<file path="src/rtl/ecc_154_enc_pipe_pkg.sv">
// ecc_154_enc_pipe_pkg: shared widths, SECDED position mapping and injection modes
package ecc_154_enc_pipe_pkg;
  localparam int DEF_DATA_WIDTH = 154;
  localparam int DEF_PARITY_WIDTH = 9;
  localparam int HAM_WIDTH = 8;
  localparam logic [1:0] INJ_NONE = 2'd0;
  localparam logic [1:0] INJ_SINGLE = 2'd1;
  localparam logic [1:0] INJ_DOUBLE = 2'd2;
  function automatic int data_pos(input int i);
    int p;
    p = 2;
    for (int j = 0; j <= i; j++) begin
      p++;
      if ((p & (p - 1)) == 0) p++;
    end
    return p;
  endfunction
endpackage

</file>
<file path="src/rtl/ecc_154_enc.sv">
// ecc_154_enc: combinational SECDED parity generator (8 Hamming bits + overall parity)
module ecc_154_enc
  import ecc_154_enc_pipe_pkg::*;
#(
  parameter int DATA_WIDTH = DEF_DATA_WIDTH,
  parameter int PARITY_WIDTH = DEF_PARITY_WIDTH
) (
  input  logic [DATA_WIDTH-1:0]   data_in,
  output logic [PARITY_WIDTH-1:0] parity_out
);
  logic [HAM_WIDTH-1:0] term [DATA_WIDTH];
  logic [HAM_WIDTH-1:0] ham;
  // each set data bit contributes its codeword position to the Hamming syndrome
  for (genvar i = 0; i < DATA_WIDTH; i++) begin : g_term
    localparam logic [HAM_WIDTH-1:0] POS = HAM_WIDTH'(data_pos(i));
    assign term[i] = data_in[i] ? POS : '0;
  end
  always_comb begin
    ham = '0;
    for (int i = 0; i < DATA_WIDTH; i++) ham = ham ^ term[i];
  end
  assign parity_out = PARITY_WIDTH'({(^data_in) ^ (^ham), ham});
endmodule

</file>
<file path="src/rtl/ecc_154_enc_pipe.sv">
// ecc_154_enc_pipe: registered SECDED encoder with lockstep fault detection and error injection
module ecc_154_enc_pipe
  import ecc_154_enc_pipe_pkg::*;
#(
  parameter int DATA_WIDTH = DEF_DATA_WIDTH,
  parameter int PARITY_WIDTH = DEF_PARITY_WIDTH
) (
  input  logic                    clk,
  input  logic                    rst,
  input  logic                    in_valid,
  output logic                    in_ready,
  input  logic [DATA_WIDTH-1:0]   data_in,
  input  logic                    bypass,
  input  logic                    ecc_fault_detc_en,
  input  logic                    inj_req,
  input  logic [1:0]              inj_mode,
  input  logic                    fdet_inj,
  output logic                    out_valid,
  input  logic                    out_ready,
  output logic [DATA_WIDTH-1:0]   data_out,
  output logic [PARITY_WIDTH-1:0] parity_out,
  output logic                    ecc_fault,
  output logic                    fault_sticky,
  output logic [7:0]              fault_cnt,
  input  logic                    fault_clr
);
  logic [PARITY_WIDTH-1:0] par0, par1;
  logic [DATA_WIDTH-1:0] flip;
  logic [1:0] mode;
  logic acc, mis, hit, arm;
  ecc_154_enc #(.DATA_WIDTH(DATA_WIDTH), .PARITY_WIDTH(PARITY_WIDTH)) u_enc0 (
    .data_in(data_in), .parity_out(par0));
  ecc_154_enc #(.DATA_WIDTH(DATA_WIDTH), .PARITY_WIDTH(PARITY_WIDTH)) u_enc1 (
    .data_in(data_in), .parity_out(par1));
  assign in_ready = ~out_valid | out_ready;
  assign acc = in_valid & in_ready;
  assign mis = (par0 != (par1 ^ PARITY_WIDTH'(fdet_inj))) & ecc_fault_detc_en & ~bypass;
  assign hit = acc & mis;
  // injection corrupts the data after encoding so the parity still describes the clean word
  assign flip = DATA_WIDTH'((arm && !bypass) ?
                  (mode == INJ_SINGLE ? 2'b01 : mode == INJ_DOUBLE ? 2'b11 : 2'b00) : 2'b00);
  always_ff @(posedge clk) begin
    if (rst) begin
      out_valid <= 1'b0;
      data_out <= '0;
      parity_out <= '0;
      ecc_fault <= 1'b0;
      arm <= 1'b0;
      mode <= INJ_NONE;
      fault_sticky <= 1'b0;
      fault_cnt <= '0;
    end else begin
      if (acc) begin
        out_valid <= 1'b1;
        data_out <= data_in ^ flip;
        parity_out <= bypass ? '0 : par0;
        ecc_fault <= mis;
      end else if (out_ready) begin
        out_valid <= 1'b0;
      end
      if (inj_req) begin
        arm <= 1'b1;
        mode <= inj_mode;
      end else if (acc) begin
        arm <= 1'b0;
      end
      fault_sticky <= hit | (fault_sticky & ~fault_clr);
      fault_cnt <= fault_clr ? {7'd0, hit} :
                   (hit && fault_cnt != 8'hff) ? fault_cnt + 8'd1 : fault_cnt;
    end
  end
endmodule

</file>
<file path="config.mk">
export PLATFORM = sky130hd
export DESIGN_NAME = ecc_154_enc_pipe
export DESIGN_NICKNAME = d
export VERILOG_FILES = /design/src/rtl/ecc_154_enc_pipe_pkg.sv /design/src/rtl/ecc_154_enc.sv /design/src/rtl/ecc_154_enc_pipe.sv
export SDC_FILE = /design/constraint.sdc
export NUM_CORES = 1
export LEC_CHECK = 0
export BUFFER_PORTS_ARGS = -buffer_cell sky130_fd_sc_hd__buf_2
export CAP_MARGIN = 15
export CORE_MARGIN = 2
export CORE_UTILIZATION = 45
export CTS_BUF_LIST = sky130_fd_sc_hd__clkbuf_16
export CTS_CLUSTER_SIZE = 14
export DETAILED_ROUTE_END_ITERATION = 10
export MAX_ROUTING_LAYER = met4
export PLACE_DENSITY = 0.74
export SYNTH_ARGS = -nofsm -noshare
export SYNTH_HDL_FRONTEND = slang
export SYNTH_SLANG_ARGS = --single-unit
</file>
<file path="constraint.sdc">
create_clock -name clk -period 4.99 [get_ports clk]
set_input_delay 0.998 -clock clk [delete_from_list [all_inputs] [get_ports clk]]
set_output_delay 0.998 -clock clk [all_outputs]
set_load 0.02 [all_outputs]
</file>
Word level (Yosys, flattened, before mapping)
Index checks and enable logic that the tools add are counted.
{ "classes": {"n_reduce_logical": 9, "bitwise_logic": 166, "n_eq_ne": 4, "mux": 164, "n_addsub": 1} }
{ "ops": {"columns": ["op", "n"], "rows": [
  ["$xor A8 B8 Y8", 153],
  ["$mux W7", 63],
  ["$mux W8", 34],
  ["$mux W6", 31],
  ["$reduce_xor A154 Y1", 1],
  ["$xor A154 B2 Y154", 1],
  ["$mux W5", 15],
  ["$mux W4", 7],
  ["$mux W3", 3],
  ["$mux W9", 1],
  ["$ne A9 B9 Y1", 1],
  ["$xor A9 B1 Y9", 1],
  ["$add A8 B1 Y8 const B", 1],
  ["$mux W2", 4],
  ["$ne A8 B8 Y1 const B", 1],
  ["$reduce_xor A8 Y1", 1],
  ["$mux W1", 6],
  ["$reduce_bool A2 Y1", 3],
  ["$and A1 B1 Y1", 5],
  ["$not A1 Y1", 3],
  ["$eq A2 B1 Y1 const B", 1],
  ["$eq A2 B2 Y1 const B", 1],
  ["$logic_and A1 B1 Y1", 2],
  ["$or A1 B1 Y1", 2],
  ["3 further kinds", 3]
]} }
{ "totals": {"wordCells": 353, "in_bits": 165, "output_inout_bits": 175, "regBits": 177} }

Depth between registers and ports, before layout
{ "depth": {"depth_word": 164, "mapped_depth": 9, "ltp_nobuf": 9} }

Cells and area by module
A second synthesis with hierarchy kept.
{ "unflattened": {"cells_unflattened": 1407, "area_unflattened_um2": 12682.2} }
{ "by_module_without_submodules": {"columns": ["module", "cells_per_inst", "seq_area_each_um2", "area_each_um2", "instances"], "rows": [
  ["ecc_154_enc_pipe", 801, 3543.4, 6361.1, 1],
  ["ecc_154_enc", 303, 0.0, 3160.5, 2]
]} }

Worst setup path before layout
Ideal clock, no wire load.
{ "synth_path": {"path_kind": "input-to-reg", "start": "input port data_in[124]", "end": "register parity_out[8]", "arrival_ps": 3612, "n_path_buf": 0, "path_slack_ps": 1250, "stages": 9, "setup_time_ps": 128, "t_required_ps": 4862, "cell_sequence": "xnor3_1 -> xnor3_1 -> xnor3_1 -> xor3_1 -> xnor3_1 -> xor3_1 -> xnor3_1 -> a22oi_1 -> nor2_1"} }
{ "synth_between": {"elab_chain_len": 34, "word_cells_on_any_way": 35, "classes_between": "mux: 2; bitwise: 31; reduce/logical: 2"} }
{ "synth_lines": {"columns": ["item", "line_no", "text"], "rows": [
  ["start: declaration", "ecc_154_enc_pipe.sv:12", "input logic [DATA_WIDTH-1:0] data_in,"],
  ["$mux W8", "ecc_154_enc.sv:16", "assign term[i] = data_in[i] ? POS : '0;"],
  ["$xor A8 B8 Y8 (30 in a row)", "ecc_154_enc.sv:20", "for (int i = 0; i < DATA_WIDTH; i++) ham = ham ^ term[i];"],
  ["$reduce_xor A8 Y1", "ecc_154_enc.sv:22", "assign parity_out = PARITY_WIDTH'({(^data_in) ^ (^ham), ham});"],
  ["$xor A1 B1 Y1 (*)", "ecc_154_enc.sv:22", null],
  ["$mux W9 (*)", "ecc_154_enc_pipe.sv:56", "parity_out <= bypass ? '0 : par0;"],
  ["end signal: assignment", "ecc_154_enc_pipe.sv:56", null],
  ["end: declaration", "ecc_154_enc_pipe.sv:21", "output logic [PARITY_WIDTH-1:0] parity_out,"]
]} }
Every way passes the cells marked *; elsewhere a longest branch is shown, timed or not.
A chain may end at the register's enable or synchronous reset.

Worst setup path in the final report
{ "layout_path": {"start": "input port data_in[111]", "end": "register parity_out[8]"} }
{ "layout_between": {"elab_chain_len": 47, "word_cells_on_any_way": 48, "classes_between": "mux: 2; bitwise: 44; reduce/logical: 2"} }
{ "layout_lines": {"columns": ["item", "line_no"], "rows": [
  ["$mux W7", "ecc_154_enc.sv:16"],
  ["$xor A8 B8 Y8 (43 in a row)", "ecc_154_enc.sv:20"],
  ["$reduce_xor A8 Y1", "ecc_154_enc.sv:22"],
  ["$xor A1 B1 Y1 (*)", "ecc_154_enc.sv:22"],
  ["$mux W9 (*)", "ecc_154_enc_pipe.sv:56"]
]} }
Marks and branches as above.

==> impl_summary.md <==
Die
The die covers 21,800 um2. The total core area is 20,200 um2. The die is 148 um wide. The cell row count is 52. Once the floorplan was initialized, standard cells occupied 45.8% of the core.

For this design the top-level I/O count stands at 340. The height of the chip is 148 um.

Final layout
Cells fill 58.0% of the core in the end. The finished layout holds 1,644 standard cells, fillers aside. Relative to the synthesized area, the layout overhead comes to 26.6%. Of the cells placed in the final design, the portion with a size suffix greater than 1 is 27.5%. The number of nets in the layout is 1,527.

Detailed routing
After detailed routing, the average wire length per cell comes to 17.8 um. The detailed-routing iteration count for the pre-antenna-repair pass is 5. In the routed layout, each cell is associated on average with a via count of 4.95. The total number of vias is 8,133. The count of unresolved DRC violations after routing is 0. The detail route stage leaves a number of antenna-violating nets equal to 0. Summed over all layers, the routed wires come to 29,200 um. The number of DRC markers after the initial detailed-route iteration is 429.

Global route
The first global-routing pass estimated 43,800 um of wire. The number of global-route vias before repair is 7,936. The pin count of the biggest net entering global routing is 137. After global routing the overflow that remains totals 0. The initial antenna violation count was 1. The global-route total usage across every layer is 27.0%.

Critical path
At the worst endpoint, the arrival time is 4.00 ns. Of all nets on the critical path, the largest fanout is 3. The number of cell instances on the worst register-to-register path is 7. The type of destination of the critical path is a register.

In this run the critical register-to-register path is launched from out_valid$_SDFFE_PP0P_. The start point of the critical path is data_in[111]. The data required time at the worst endpoint is 5.27 ns. STA classifies the critical path startpoint as an input pin.

The path type of the worst setup path is in2reg.

Power and ir drop
Of the total power, combinational logic draws 49.8%. In this run, flip-flops and latches consume 27.1% of the power. The switching power as a share of total power is 32.2%. Dividing total power by cell area gives a power density of 494 nW/um2. In this run the static leakage power is 5.39 nW. The analysis attributes to net switching a power of 1.87 mW.

IR analysis of the VDD net gives a maximum drop of 0.000503 V. The cell-internal power is 3.94 mW. The clock network fraction of total power is 23.1%.

Synth
The average instance in the mapped netlist occupies 8.79 um2. The number of enable-type register cells in the synthesized netlist is 0. By area the synthesized netlist is led by dfxtp_1, xnor2_1, nand2_1. The post-synthesis async set-or-reset flop share is 0%. The synthesized area is 9270 um2.

By area, the combinational part of the netlist is dominated by XOR/XNOR gates. After synthesis the netlist holds a flip-flop and latch count of 177. The synthesized netlist devotes 14.9% of its cell area to simple gates.

The most instantiated flip-flop cell in the synthesis netlist is dfxtp_1. The share of the synthesized netlist area taken by xor and xnor gates is 34.4%. Of the post-synthesis cell area, the dominant cell type holds 38.2%.

The net count of the mapped netlist is 1,221. The adder-cell area share of the yosys netlist is 0.270%. The cell type contributing the most total cell area after synthesis is dfxtp_1.

The number of synthesis warnings is 0. The unique cell type count in the Yosys netlist is 30. Multiplexer cells account for 0.324% of the synthesized area.

The proportion of synthesized chip area in sequential cells is 38.2%. The number of instances in the synthesized netlist is 1,054. The share of the synthesized area in compound gates (AO/OA/AOI/OAI) is 9.42%.

Placed design
During placement, the flow inserted port buffers numbering 339. Including well taps, the total number of placed cells is 1,611. After legalization and detailed placement, the total HPWL measured 22,400 um.

The placer congestion estimate is 0.909.

Clocking
TritonCTS built the clock tree. The cell at the root of the clock tree is clkbuf_16. The clock-pin slew on the worst setup and hold paths is 0.07 ns. The number of hold buffers added after CTS was 0. Counting every sink on the clock net gives 177.

No sink is reached through more buffers than the 2 on the longest clock path. The insertion delay of the later-clocked pin in the worst-skew pair is 0.44 ns. In this run, CTS created clock tree buffers numbering 17. Post-CTS timing repair inserted 0 buffers for setup. After clock tree synthesis, the repair step resized 0 gates. CTS built an H-tree with a depth of 4.

Flow run
The max-capacitance violation count is 0.

STA
The peak clock frequency supported by timing is 0.268 GHz. The setup TNS after final layout is 0 ns. The worst slew margin relative to its limit is 29.8%. The max-slew violation count is 0. The final setup violation count is 0. The worst path uses 74.6% of the clock period. The worst path in the final design needs a cycle of 3.72 ns, including I/O delays and setup.

The clock arrives with 0.0140 ns of skew. Setup repair after global routing left no endpoint under its margin. The hold violation total from the final report was 0. The slew at the pin closest to its max-slew limit is 1.05 ns.

Min path
The path type of the worst min-delay path is reg2reg. The startpoint identified for the worst hold timing path is data_out[112]$_SDFFE_PP0P_. The number of stages on the worst hold path is 2.

Run status
The run finished with clean final reports.
[sequential cells by signal (all words and copies together) (netlist names)]
register and flops:
data_out 154, parity_out 9, fault_cnt 8, mode 2, arm 1, ecc_fault 1, fault_sticky 1, out_valid 1
[synthesized netlist by cell type (2+ instances only)]
| cell | instances |
|---|---|
| nand3b_1 | 2 |
| nor3_1 | 2 |
| nand2_1 | 314 |
| buf_1 | 9 |
| xor3_1 | 4 |
| ha_1 | 2 |
| nand2b_1 | 3 |
| a21oi_1 | 164 |
| nor3b_1 | 2 |
| xor2_1 | 37 |
| xnor2_1 | 203 |
| a22oi_1 | 3 |
| xnor3_1 | 43 |
| mux2i_1 | 3 |
| nor2_1 | 19 |
| clkbuf_1 | 46 |
| inv_1 | 4 |
| or3_1 | 3 |
| nand4_1 | 2 |
| a211oi_1 | 2 |
| dfxtp_1 | 177 |
| nand3_1 | 2 |
[logic make-up after synthesis]
| group | count (synthesis) |
|---|---|
| compound gates | 171 |
| xor+xnor | 288 |
| fa+ha+maj | 2 |
| buf+inv | 60 |
| flops | 177 |
| mux | 3 |
| simple gates | 353 |
[final timing paths]
check | slack (ns) | to
setup / recovery | 1.27 | parity_out[8]$_SDFFE_PP0P_
setup reg to reg | 2.66 | fault_cnt[5]$_SDFFE_PP0P_
hold / removal | 0.45 | data_out[112]$_SDFFE_PP0P_
hold reg to reg | 0.45 | data_out[112]$_SDFFE_PP0P_
[stage by stage]
| step | hold slack [ns] | setup WS [ns] | area [um2] | total power [mW] |
|---|---|---|---|---|
| 2_1_floorplan | 0.460 | 1.25 | 9270 | 3.92 |
| 3_3_place_gp | 0.438 | 0.862 | 11200 | 4.45 |
| 3_5_place_dp | 0.442 | 0.798 | 11200 | 4.49 |
| 4_1_cts | 0.450 | 1.25 | 11700 | 5.84 |
| 5_1_grt | 0.470 | 1.10 | 11700 | 6.11 |
| 6_report | 0.450 | 1.27 | 11700 | 5.80 |
[power by group through the flow]
stage	Combinational [mW]	Clock (mW)	Sequential [mW]
6_report	2.89	1.34	1.57
4_1_cts	2.90	1.37	1.57
3_5_place_dp	2.89	0	1.60
5_1_grt	3.10	1.42	1.58
3_3_place_gp	2.85	0	1.60
2_1_floorplan	2.19	0	1.73
[worst max-delay path, cell delays in order]
cell     delay, ns
buf_2         0.13
xnor2_1       0.13
xnor2_1       0.46
xnor3_1       0.53
xnor3_1       0.39
xnor3_1       0.37
xor3_1        0.39
xnor3_1       0.38
a22oi_1       0.16
nor2_1        0.06
[placed cells by master, fill, tap and decap left out, types with 2 or more instances in the layout]
cell / netlist / routed
ha_1: 2 / 2
clkbuf_16: 0 / 17
nand4_1: 2 / 2
xnor2_1: 203 / 203
buf_4: 0 / 3
nor3b_1: 2 / 2
xnor3_1: 43 / 43
nand2_1: 314 / 313
inv_1: 4 / 5
dfxtp_1: 177 / 177
clkinv_4: 0 / 3
a22oi_1: 3 / 3
a211oi_1: 2 / 2
xor3_1: 4 / 4
or3_1: 3 / 3
nand3b_1: 2 / 2
nand3_1: 2 / 2
xor2_1: 37 / 37
nor2_1: 19 / 19
buf_2: 1 / 338
mux2i_1: 3 / 3
nand2b_1: 3 / 3
inv_8: 0 / 4
nor3_1: 2 / 2
clkinvlp_4: 0 / 3
a21oi_1: 164 / 164
[area by class of cell]
type,count,area (um2)
sequential,177,3540
timing repair buffer,343,1750
multi-input combinational,817,5510
fill,1916,8500
antenna,1,2.50
clock inverter,15,156
inverter,4,15.0
tap,270,338
clock buffer,17,425
[layer usage]
layer	GRT usage, %	wire (um)	vias up
li1	-	-	4000
met1	33.2	12400	3802
met2	45.3	14400	291
met3	5.09	1730	40
met4	8.08	687	0
met5	-	0	-
(Power assumes the default switching activity.)
